===== src/rtl/aes_uart_pkg.sv =====
// Shared types and constants for the AES UART host: FSM state encodings,
// frame geometry and the oversample divider helper.
package aes_uart_pkg;

    typedef enum logic [1:0] {IDLE, SEND, WAIT_RX, FINISH} host_state_e;
    typedef enum logic [1:0] {R_HUNT, R_START, R_DATA, R_STOP} rx_state_e;

    localparam int OS_RATE    = 16;  // ticks per bit
    localparam int NBYTES     = 16;  // bytes per block
    localparam int FRAME_BITS = 10;  // start + 8 data + stop
    localparam int MID_SAMPLE = 8;   // tick index of the mid-bit sample

    // Clocks per oversample tick, truncated, never below 1.
    function automatic int calc_os_div(input int clk_freq, input int baud);
        int d;
        d = clk_freq / (baud * OS_RATE);
        return (d < 1) ? 1 : d;
    endfunction

endpackage


===== src/rtl/aes_uart_host_if.sv =====
// Host-side block interface: request (Start/TxData) and result/status signals.
interface aes_uart_host_if;
    import aes_uart_pkg::*;

    logic                  Start;
    logic [NBYTES*8-1:0]   TxData;
    logic [NBYTES*8-1:0]   RxData;
    logic                  Busy;
    logic                  Done;
    logic                  FrameErr;
    logic                  Timeout;

    modport master (output Start, TxData, input RxData, Busy, Done, FrameErr, Timeout);
    modport slave  (input Start, TxData, output RxData, Busy, Done, FrameErr, Timeout);
endinterface


===== src/rtl/uart_byte_rx.sv =====
// Oversampled 8N1 byte receiver: 2-flop synchroniser, falling-edge arm,
// mid-start validation, LSB-first shift and stop check. Emits a one-cycle
// byte_valid with stop_err; forced back to hunting while en_i is low.
module uart_byte_rx
    import aes_uart_pkg::*;
(
    input  logic       Clk,
    input  logic       Rst,
    input  logic       en_i,
    input  logic       tick_i,
    input  logic       rx_i,
    output logic       byte_valid_o,
    output logic [7:0] byte_o,
    output logic       stop_err_o,
    output logic       hunting_o
);
    rx_state_e   state_q, state_d;
    logic [2:0]  sync_q;      // [0],[1] synchroniser, [2] previous for edge detect
    logic [3:0]  cnt_q, cnt_d;
    logic [2:0]  bit_q, bit_d;
    logic [7:0]  shift_q, shift_d;
    logic        valid_q, valid_d;
    logic        err_q, err_d;
    logic        rx_s, fall;

    assign rx_s = sync_q[1];
    assign fall = sync_q[2] & ~sync_q[1];

    // Synchroniser and receiver state registers.
    always_ff @(posedge Clk) begin
        if (Rst) begin
            sync_q  <= 3'b111;
            state_q <= R_HUNT;
            cnt_q   <= '0;
            bit_q   <= '0;
            shift_q <= '0;
            valid_q <= 1'b0;
            err_q   <= 1'b0;
        end else begin
            sync_q  <= {sync_q[1:0], rx_i};
            state_q <= state_d;
            cnt_q   <= cnt_d;
            bit_q   <= bit_d;
            shift_q <= shift_d;
            valid_q <= valid_d;
            err_q   <= err_d;
        end
    end

    // Next-state: arm on falling edge, validate mid-start, then sample every 16 ticks.
    always_comb begin
        state_d = state_q;
        cnt_d   = cnt_q;
        bit_d   = bit_q;
        shift_d = shift_q;
        valid_d = 1'b0;
        err_d   = err_q;
        if (!en_i) begin
            state_d = R_HUNT;
        end else begin
            case (state_q)
                R_HUNT: if (fall) begin
                    state_d = R_START;
                    cnt_d   = '0;
                end
                R_START: if (tick_i) begin
                    if (cnt_q == 4'(MID_SAMPLE)) begin
                        cnt_d   = '0;
                        bit_d   = '0;
                        // A high line mid-start means the edge was a glitch.
                        state_d = rx_s ? R_HUNT : R_DATA;
                    end else begin
                        cnt_d = cnt_q + 4'd1;
                    end
                end
                R_DATA: if (tick_i) begin
                    if (cnt_q == 4'(OS_RATE - 1)) begin
                        cnt_d   = '0;
                        shift_d = {rx_s, shift_q[7:1]};
                        bit_d   = bit_q + 3'd1;
                        if (bit_q == 3'd7) state_d = R_STOP;
                    end else begin
                        cnt_d = cnt_q + 4'd1;
                    end
                end
                R_STOP: if (tick_i) begin
                    if (cnt_q == 4'(OS_RATE - 1)) begin
                        valid_d = 1'b1;
                        err_d   = ~rx_s;
                        state_d = R_HUNT;
                    end else begin
                        cnt_d = cnt_q + 4'd1;
                    end
                end
                default: state_d = R_HUNT;
            endcase
        end
    end

    assign byte_valid_o = valid_q;
    assign byte_o       = shift_q;
    assign stop_err_o   = err_q;
    assign hunting_o    = (state_q == R_HUNT);

endmodule


===== src/rtl/aes_uart_host.sv =====
// AES UART host: sends a 128-bit block as 16 8N1 bytes (plus GAP_BITS idle
// bits each), then collects 16 returned bytes into RxData.
// Optional feature macro: RX_TIMEOUT_EN (abort receive after TIMEOUT_BITS
// idle bit-times; Timeout is tied low when undefined).
module aes_uart_host
    import aes_uart_pkg::*;
#(
    parameter int CLK_FREQ     = 100000000,
    parameter int BAUD         = 9600,
    parameter int GAP_BITS     = 2,
    parameter int TIMEOUT_BITS = 200
) (
    input  logic            Clk,
    input  logic            Rst,
    aes_uart_host_if.slave  host,
    output logic            Tx,
    input  logic            Rx
);
    localparam int W       = NBYTES * 8;
    localparam int OS_DIV  = calc_os_div(CLK_FREQ, BAUD);
    localparam int DIV_W   = (OS_DIV > 1) ? $clog2(OS_DIV) : 1;
    localparam int TX_BITS = FRAME_BITS + GAP_BITS;
    localparam int BIT_W   = $clog2(TX_BITS + 1);

    host_state_e       state_q, state_d;
    logic [DIV_W-1:0]  div_q, div_d;
    logic [3:0]        tcnt_q, tcnt_d;
    logic [BIT_W-1:0]  tbit_q, tbit_d;
    logic [3:0]        tbyte_q, tbyte_d;
    logic [W-1:0]      txsh_q, txsh_d;
    logic              tx_q, tx_d;
    logic [3:0]        rcnt_q, rcnt_d;
    logic [W-1:0]      shadow_q, shadow_d;
    logic [W-1:0]      rxdata_q, rxdata_d;
    logic              ferr_q, ferr_d;
    logic              tick;
    logic              rx_valid, rx_err, rx_hunting;
    logic [7:0]        rx_byte;
`ifdef RX_TIMEOUT_EN
    localparam int TO_W = $clog2(TIMEOUT_BITS + 1);
    logic [3:0]        to_tick_q, to_tick_d;
    logic [TO_W-1:0]   to_bits_q, to_bits_d;
    logic              tmo_q, tmo_d;
`else
    logic              unused_hunting;
    assign unused_hunting = rx_hunting;
`endif

    assign tick = (div_q == DIV_W'(OS_DIV - 1));

    uart_byte_rx u_rx (
        .Clk          (Clk),
        .Rst          (Rst),
        .en_i         (state_q == WAIT_RX),
        .tick_i       (tick),
        .rx_i         (Rx),
        .byte_valid_o (rx_valid),
        .byte_o       (rx_byte),
        .stop_err_o   (rx_err),
        .hunting_o    (rx_hunting)
    );

    // State and datapath registers.
    always_ff @(posedge Clk) begin
        if (Rst) begin
            state_q  <= IDLE;
            div_q    <= '0;
            tcnt_q   <= '0;
            tbit_q   <= '0;
            tbyte_q  <= '0;
            txsh_q   <= '0;
            tx_q     <= 1'b1;
            rcnt_q   <= '0;
            shadow_q <= '0;
            rxdata_q <= '0;
            ferr_q   <= 1'b0;
`ifdef RX_TIMEOUT_EN
            to_tick_q <= '0;
            to_bits_q <= '0;
            tmo_q     <= 1'b0;
`endif
        end else begin
            state_q  <= state_d;
            div_q    <= div_d;
            tcnt_q   <= tcnt_d;
            tbit_q   <= tbit_d;
            tbyte_q  <= tbyte_d;
            txsh_q   <= txsh_d;
            tx_q     <= tx_d;
            rcnt_q   <= rcnt_d;
            shadow_q <= shadow_d;
            rxdata_q <= rxdata_d;
            ferr_q   <= ferr_d;
`ifdef RX_TIMEOUT_EN
            to_tick_q <= to_tick_d;
            to_bits_q <= to_bits_d;
            tmo_q     <= tmo_d;
`endif
        end
    end

    // Transaction FSM: transmit shifter, receive collection, completion.
    always_comb begin
        state_d  = state_q;
        div_d    = tick ? '0 : div_q + 1'b1;
        tcnt_d   = tcnt_q;
        tbit_d   = tbit_q;
        tbyte_d  = tbyte_q;
        txsh_d   = txsh_q;
        tx_d     = tx_q;
        rcnt_d   = rcnt_q;
        shadow_d = shadow_q;
        rxdata_d = rxdata_q;
        ferr_d   = ferr_q;
`ifdef RX_TIMEOUT_EN
        to_tick_d = to_tick_q;
        to_bits_d = to_bits_q;
        tmo_d     = tmo_q;
`endif
        case (state_q)
            IDLE: if (host.Start) begin
                state_d  = SEND;
                div_d    = '0;
                tcnt_d   = '0;
                tbit_d   = '0;
                tbyte_d  = '0;
                txsh_d   = host.TxData;
                tx_d     = 1'b0;        // start bit of byte 0 goes out immediately
                shadow_d = '0;
                ferr_d   = 1'b0;
`ifdef RX_TIMEOUT_EN
                tmo_d    = 1'b0;
`endif
            end
            SEND: if (tick) begin
                if (tcnt_q == 4'(OS_RATE - 1)) begin
                    tcnt_d = '0;
                    if (tbit_q == BIT_W'(TX_BITS - 1)) begin
                        tbit_d = '0;
                        if (tbyte_q == 4'(NBYTES - 1)) begin
                            state_d = WAIT_RX;
                            tx_d    = 1'b1;
                            rcnt_d  = '0;
`ifdef RX_TIMEOUT_EN
                            to_tick_d = '0;
                            to_bits_d = '0;
`endif
                        end else begin
                            tbyte_d = tbyte_q + 4'd1;
                            tx_d    = 1'b0;
                        end
                    end else begin
                        tbit_d = tbit_q + 1'b1;
                        // Entering data bits 1..8: shift the block out LSB first,
                        // which leaves the next byte aligned at [7:0].
                        if (tbit_q < BIT_W'(8)) begin
                            tx_d   = txsh_q[0];
                            txsh_d = txsh_q >> 1;
                        end else begin
                            tx_d = 1'b1;
                        end
                    end
                end else begin
                    tcnt_d = tcnt_q + 4'd1;
                end
            end
            WAIT_RX: begin
                if (rx_valid) begin
                    shadow_d = {rx_byte, shadow_q[W-1:8]};
                    rcnt_d   = rcnt_q + 4'd1;
                    if (rx_err) ferr_d = 1'b1;
                    if (rcnt_q == 4'(NBYTES - 1)) begin
                        rxdata_d = {rx_byte, shadow_q[W-1:8]};
                        state_d  = FINISH;
                    end
                end
`ifdef RX_TIMEOUT_EN
                if (rx_valid) begin
                    to_tick_d = '0;
                    to_bits_d = '0;
                end else if (to_bits_q == TO_W'(TIMEOUT_BITS)) begin
                    // Abort only between bytes; a byte in flight may still land.
                    if (rx_hunting) begin
                        state_d = FINISH;
                        tmo_d   = 1'b1;
                    end
                end else if (tick) begin
                    to_tick_d = to_tick_q + 4'd1;
                    if (to_tick_q == 4'(OS_RATE - 1)) to_bits_d = to_bits_q + 1'b1;
                end
`endif
            end
            FINISH: state_d = IDLE;
            default: state_d = IDLE;
        endcase
    end

    assign Tx            = tx_q;
    assign host.RxData   = rxdata_q;
    assign host.Busy     = (state_q == SEND) || (state_q == WAIT_RX);
    assign host.Done     = (state_q == FINISH);
    assign host.FrameErr = ferr_q;
`ifdef RX_TIMEOUT_EN
    assign host.Timeout  = tmo_q;
`else
    assign host.Timeout  = 1'b0;
`endif

endmodule


===== src/flat_wrapper.sv =====
// flat-port wrapper written by rule: the top's interface ports become plain ports
module aes_uart_host_flat import aes_uart_pkg::*;
#(
    parameter int CLK_FREQ     = 100000000,
    parameter int BAUD         = 9600,
    parameter int GAP_BITS     = 2,
    parameter int TIMEOUT_BITS = 200
)
  (Clk, Rst, Tx, Rx, host_Start, host_TxData, host_RxData, host_Busy, host_Done, host_FrameErr, host_Timeout);
  aes_uart_host_if host_i ();
  input  logic Clk;
  input  logic Rst;
  output logic Tx;
  input  logic Rx;
  input wire logic [$bits(host_i.Start)-1:0] host_Start;
  input wire logic [$bits(host_i.TxData)-1:0] host_TxData;
  output wire logic [$bits(host_i.RxData)-1:0] host_RxData;
  output wire logic [$bits(host_i.Busy)-1:0] host_Busy;
  output wire logic [$bits(host_i.Done)-1:0] host_Done;
  output wire logic [$bits(host_i.FrameErr)-1:0] host_FrameErr;
  output wire logic [$bits(host_i.Timeout)-1:0] host_Timeout;
  assign host_i.Start = host_Start;
  assign host_i.TxData = host_TxData;
  assign host_RxData = host_i.RxData;
  assign host_Busy = host_i.Busy;
  assign host_Done = host_i.Done;
  assign host_FrameErr = host_i.FrameErr;
  assign host_Timeout = host_i.Timeout;
  aes_uart_host #(.CLK_FREQ(CLK_FREQ), .BAUD(BAUD), .GAP_BITS(GAP_BITS), .TIMEOUT_BITS(TIMEOUT_BITS)) u_core (.Clk(Clk), .Rst(Rst), .host(host_i), .Tx(Tx), .Rx(Rx));
endmodule

===== config.mk =====
export PLATFORM = sky130hd
export DESIGN_NAME = aes_uart_host_flat
export DESIGN_NICKNAME = d
export VERILOG_FILES = /design/src/rtl/aes_uart_pkg.sv /design/src/rtl/aes_uart_host_if.sv /design/src/rtl/uart_byte_rx.sv /design/src/rtl/aes_uart_host.sv /design/src/flat_wrapper.sv
export SDC_FILE = /design/constraint.sdc
export NUM_CORES = 1
export LEC_CHECK = 0
export BUFFER_PORTS_ARGS = -buffer_cell sky130_fd_sc_hd__buf_4
export CORE_MARGIN = 5
export CORE_UTILIZATION = 56
export CTS_CLUSTER_SIZE = 28
export DETAILED_ROUTE_END_ITERATION = 8
export GPL_TIMING_DRIVEN = 0
export PLACE_DENSITY = 0.79
export SLEW_MARGIN = 0
export SYNTH_ARGS = -nofsm -noshare
export SYNTH_HDL_FRONTEND = slang
export SYNTH_SLANG_ARGS = --single-unit

===== constraint.sdc =====
create_clock -name Clk -period 2.65 [get_ports Clk]
set_input_delay 0.265 -clock Clk [delete_from_list [all_inputs] [get_ports Clk]]
set_output_delay 0.265 -clock Clk [all_outputs]
set_load 0.01 [all_outputs]

==> impl_metrics.tcl <==
set metrics [dict create \
    area_growth_pct 23.9 \
    worstPathArrival_ns 3.00 \
    dp_hpwl_um 30500 \
    path_class "reg -> reg" \
    skew_ns 0.0140 \
    first_iter_violations 1113 \
    status "completed" \
    postSynth.asyncResetShare_pct 0 \
    drt-total-wl_um 42300 \
    die_h_um 181 \
    dp_worst_setup_slack_ns -0.254 \
    antenna_found_initial 0 \
    finalCriticalPeriod_ns 2.55 \
    drive_gt1_share_pct 17.9 \
    cp-end-kind "flop" \
    gr-total-overflow 0 \
    fin_ws_ns 0.0965 \
    cts-root-buf "clkbuf_16" \
    synth.yosys.warnings 0 \
    core_area_um2 28800 \
    synth_nets 1974 \
    numCtsBuffers 43 \
    synth_seq_cells 428 \
    max_slew_margin_pct 47.5 \
    reg2reg_slack_ns 0.1 \
    clock_latency_ns 0.53 \
    min_period_over_period_pct 96.4 \
    grt.total_usage_pct 24.8 \
    power.leakage_nw 7.61 \
    initial_core_util_pct 57.0 \
    maxCapViolations 0 \
    cts_htree_levels 2 \
    min_path_cells 3 \
    synth_top_area_cell "dfxtp_1" \
    grt_max_degree 14 \
    seq_area_frac_synth_pct 52.2 \
    slew_viol_final 0 \
    fin_nets 2281 \
    syn-mean-instance-area_um2 8.98 \
    synth_top_flop_cell "dfxtp_1" \
    hp-start "host_TxData[127]" \
    routedWlPerCell_um 16.6 \
    r2r_start "u_core.div_q[4]" \
    cts_max_path_buffers 3 \
    ir_worst_vdd_v 0.000637 \
    max_freq_mhz 392 \
    setup_viol 0 \
    synthTopCellsByArea "dfxtp_1 (52%), mux2i_1 (8.4%), nor2_1 (6.3%)" \
    hold_end "u_core.txsh_q[127]" \
    synth_edf_count 0 \
    syn_inst 1827 \
    via_count 14228 \
    worstMarginPinSlew_ns 0.787 \
    ys_types 59 \
    io_pins 265 \
    place.gp.congestion 0.821 \
    drc_errors 0 \
    post-cts-setup-buffers 0 \
    die_w_um 181 \
    p_per_area_nw_per_um2 950 \
    final_cell_area_um2 20300 \
    synth.top_cell.area_share_pct 52.2 \
    final_util_pct 70.6 \
    hold_viol 0 \
    dpl_cell_area_um2 18800 \
    ant_nets 0 \
    first_pass_iters 6 \
    via_per_inst 5.59 \
    cp-start-kind "flop" \
    synth_common_cells "dfxtp_1 (428), nor2_1 (277), nand2_1 (274)" \
    hp-class "in -> reg" \
    path_clk_slew_ns 0.06 \
    cp_max_fo 8 \
    n_antenna_cell 0 \
    portBuffers 262 \
    tns_ns 0 \
    yosysMostFrequentCell "dfxtp_1" \
    netlist_area_um2 16400 \
    crit_required_ns 3.09 \
    grt_pass1_vias 13861 \
    rr_endpoint "u_core.u_rx.cnt_q[3]" \
    reg2regPathDepth 5 \
    dieArea_um2 32800 \
    cts_tree "done" \
    grt_pass1_wl_um 69400 \
    clkSinkCount 428 \
    num_rows 62 \
    power_mw 19.3 \
]
-- flip-flops by register name (all words and copies together) (netlist names), named ones only --
name and count:
u_core.txsh_q 128, u_core.u_rx.state_q 1, u_core.div_q 10, u_core.u_rx.stop_err_o 1, u_core.host.FrameErr 1, u_core.tbyte_q 4, u_core.rcnt_q 4, u_core.Tx 1
u_core.u_rx.byte_valid_o 1, u_core.tbit_q 4, u_core.u_rx.bit_q 3, u_core.u_rx.byte_o 8, u_core.state_q 2, u_core.u_rx.sync_q 3, u_core.host.RxData 128, u_core.shadow_q 120
u_core.tcnt_q 4, u_core.u_rx.cnt_q 4
-- worst max-delay path, cell delays in order (launching register included) --
cell	delay, ns
dfxtp_1	0.35
or4b_4	0.58
or4b_1	0.52
a221o_1	0.41
or3_4	0.37
o311ai_2	0.24
-- layer usage --
metal  track usage (%)  vias up  share of wire, %
met4              6.21        0               2.0
met1              31.2     6718                41
met2              41.8      454                48
met5                 0        -                 0
li1                  -     6989                 -
met3              7.50       67               8.7
-- metrics by stage --
stage / hold slack (ns) / cells
finish: 0.0234 / 2547
global route: 0.0299 / 2547
CTS: 0.0102 / 2549
detailed placement: 0.397 / 2473
global placement: 0.393 / 2473
floorplan: 0.369 / 1827
-- how the worst max path moves through the flow --
stage | start | endpoint | slack (ns) | cells after the start
2_1_floorplan | u_core.div_q[4] | u_core.u_rx.cnt_q[3] | 0.26 | 5
3_3_place_gp | u_core.state_q[1] | u_core.txsh_q[72] | -0.14 | 10
3_5_place_dp | u_core.state_q[1] | u_core.txsh_q[75] | -0.25 | 10
4_1_cts | u_core.state_q[1] | u_core.txsh_q[75] | 0.02 | 7
5_1_grt | u_core.state_q[0] | u_core.shadow_q[88] | -0.008 | 9
6_report | u_core.div_q[4] | u_core.u_rx.cnt_q[3] | 0.1 | 5
-- cells in the final DEF, fill, tap and decap left out, types with 14 or more instances in the layout --
master,count
dfxtp_1,428
nor2_1,277
nand2_1,274
buf_4,263
a21oi_1,149
mux2i_1,138
a211oi_1,132
a22oi_1,120
clkbuf_1,116
clkbuf_16,44
clkbuf_2,35
nand3_1,17
ha_1,14
-- final cells by class --
type                            instances  area, µm²
Buffer                                149        614
Clock buffer                           66       1300
Clock inverter                          8       85.1
Fill cell                            2222       8460
Inverter                               13       48.8
Multi-Input combinational cell       1235       7240
Sequential cell                       428       8570
Tap cell                              384        480
Timing Repair Buffer                  264       1990
-- power by group --
| part | switching (mW) | internal, mW |
|---|---|---|
| combinational | 3.24 | 2.07 |
| clock | 2.46 | 3.48 |
| sequential | 0.585 | 7.48 |
| total | 6.29 | 13.0 |
-- timing repair --
action / in CTS / in global routing
setup endpoints to repair: 133 / 258
pin swaps: 0 / 1
hold buffers: 2 / 0
hold endpoints to repair: 2 / 0
resized for setup: 20 / 40
-- cell families after synthesis --
group	after synthesis	share of synthesized area, %
muxes	138	8.42
xor gates and xnor gates	10	0.534
DFF	428	52.2
AOI/OAI and AO/OA	440	18.0
adders and majority gates	15	1.14
buffers and inverters	164	3.79
and+or+nand+nor	631	15.9
other	1	0.0229
Power figures use the tool's default switching activity.
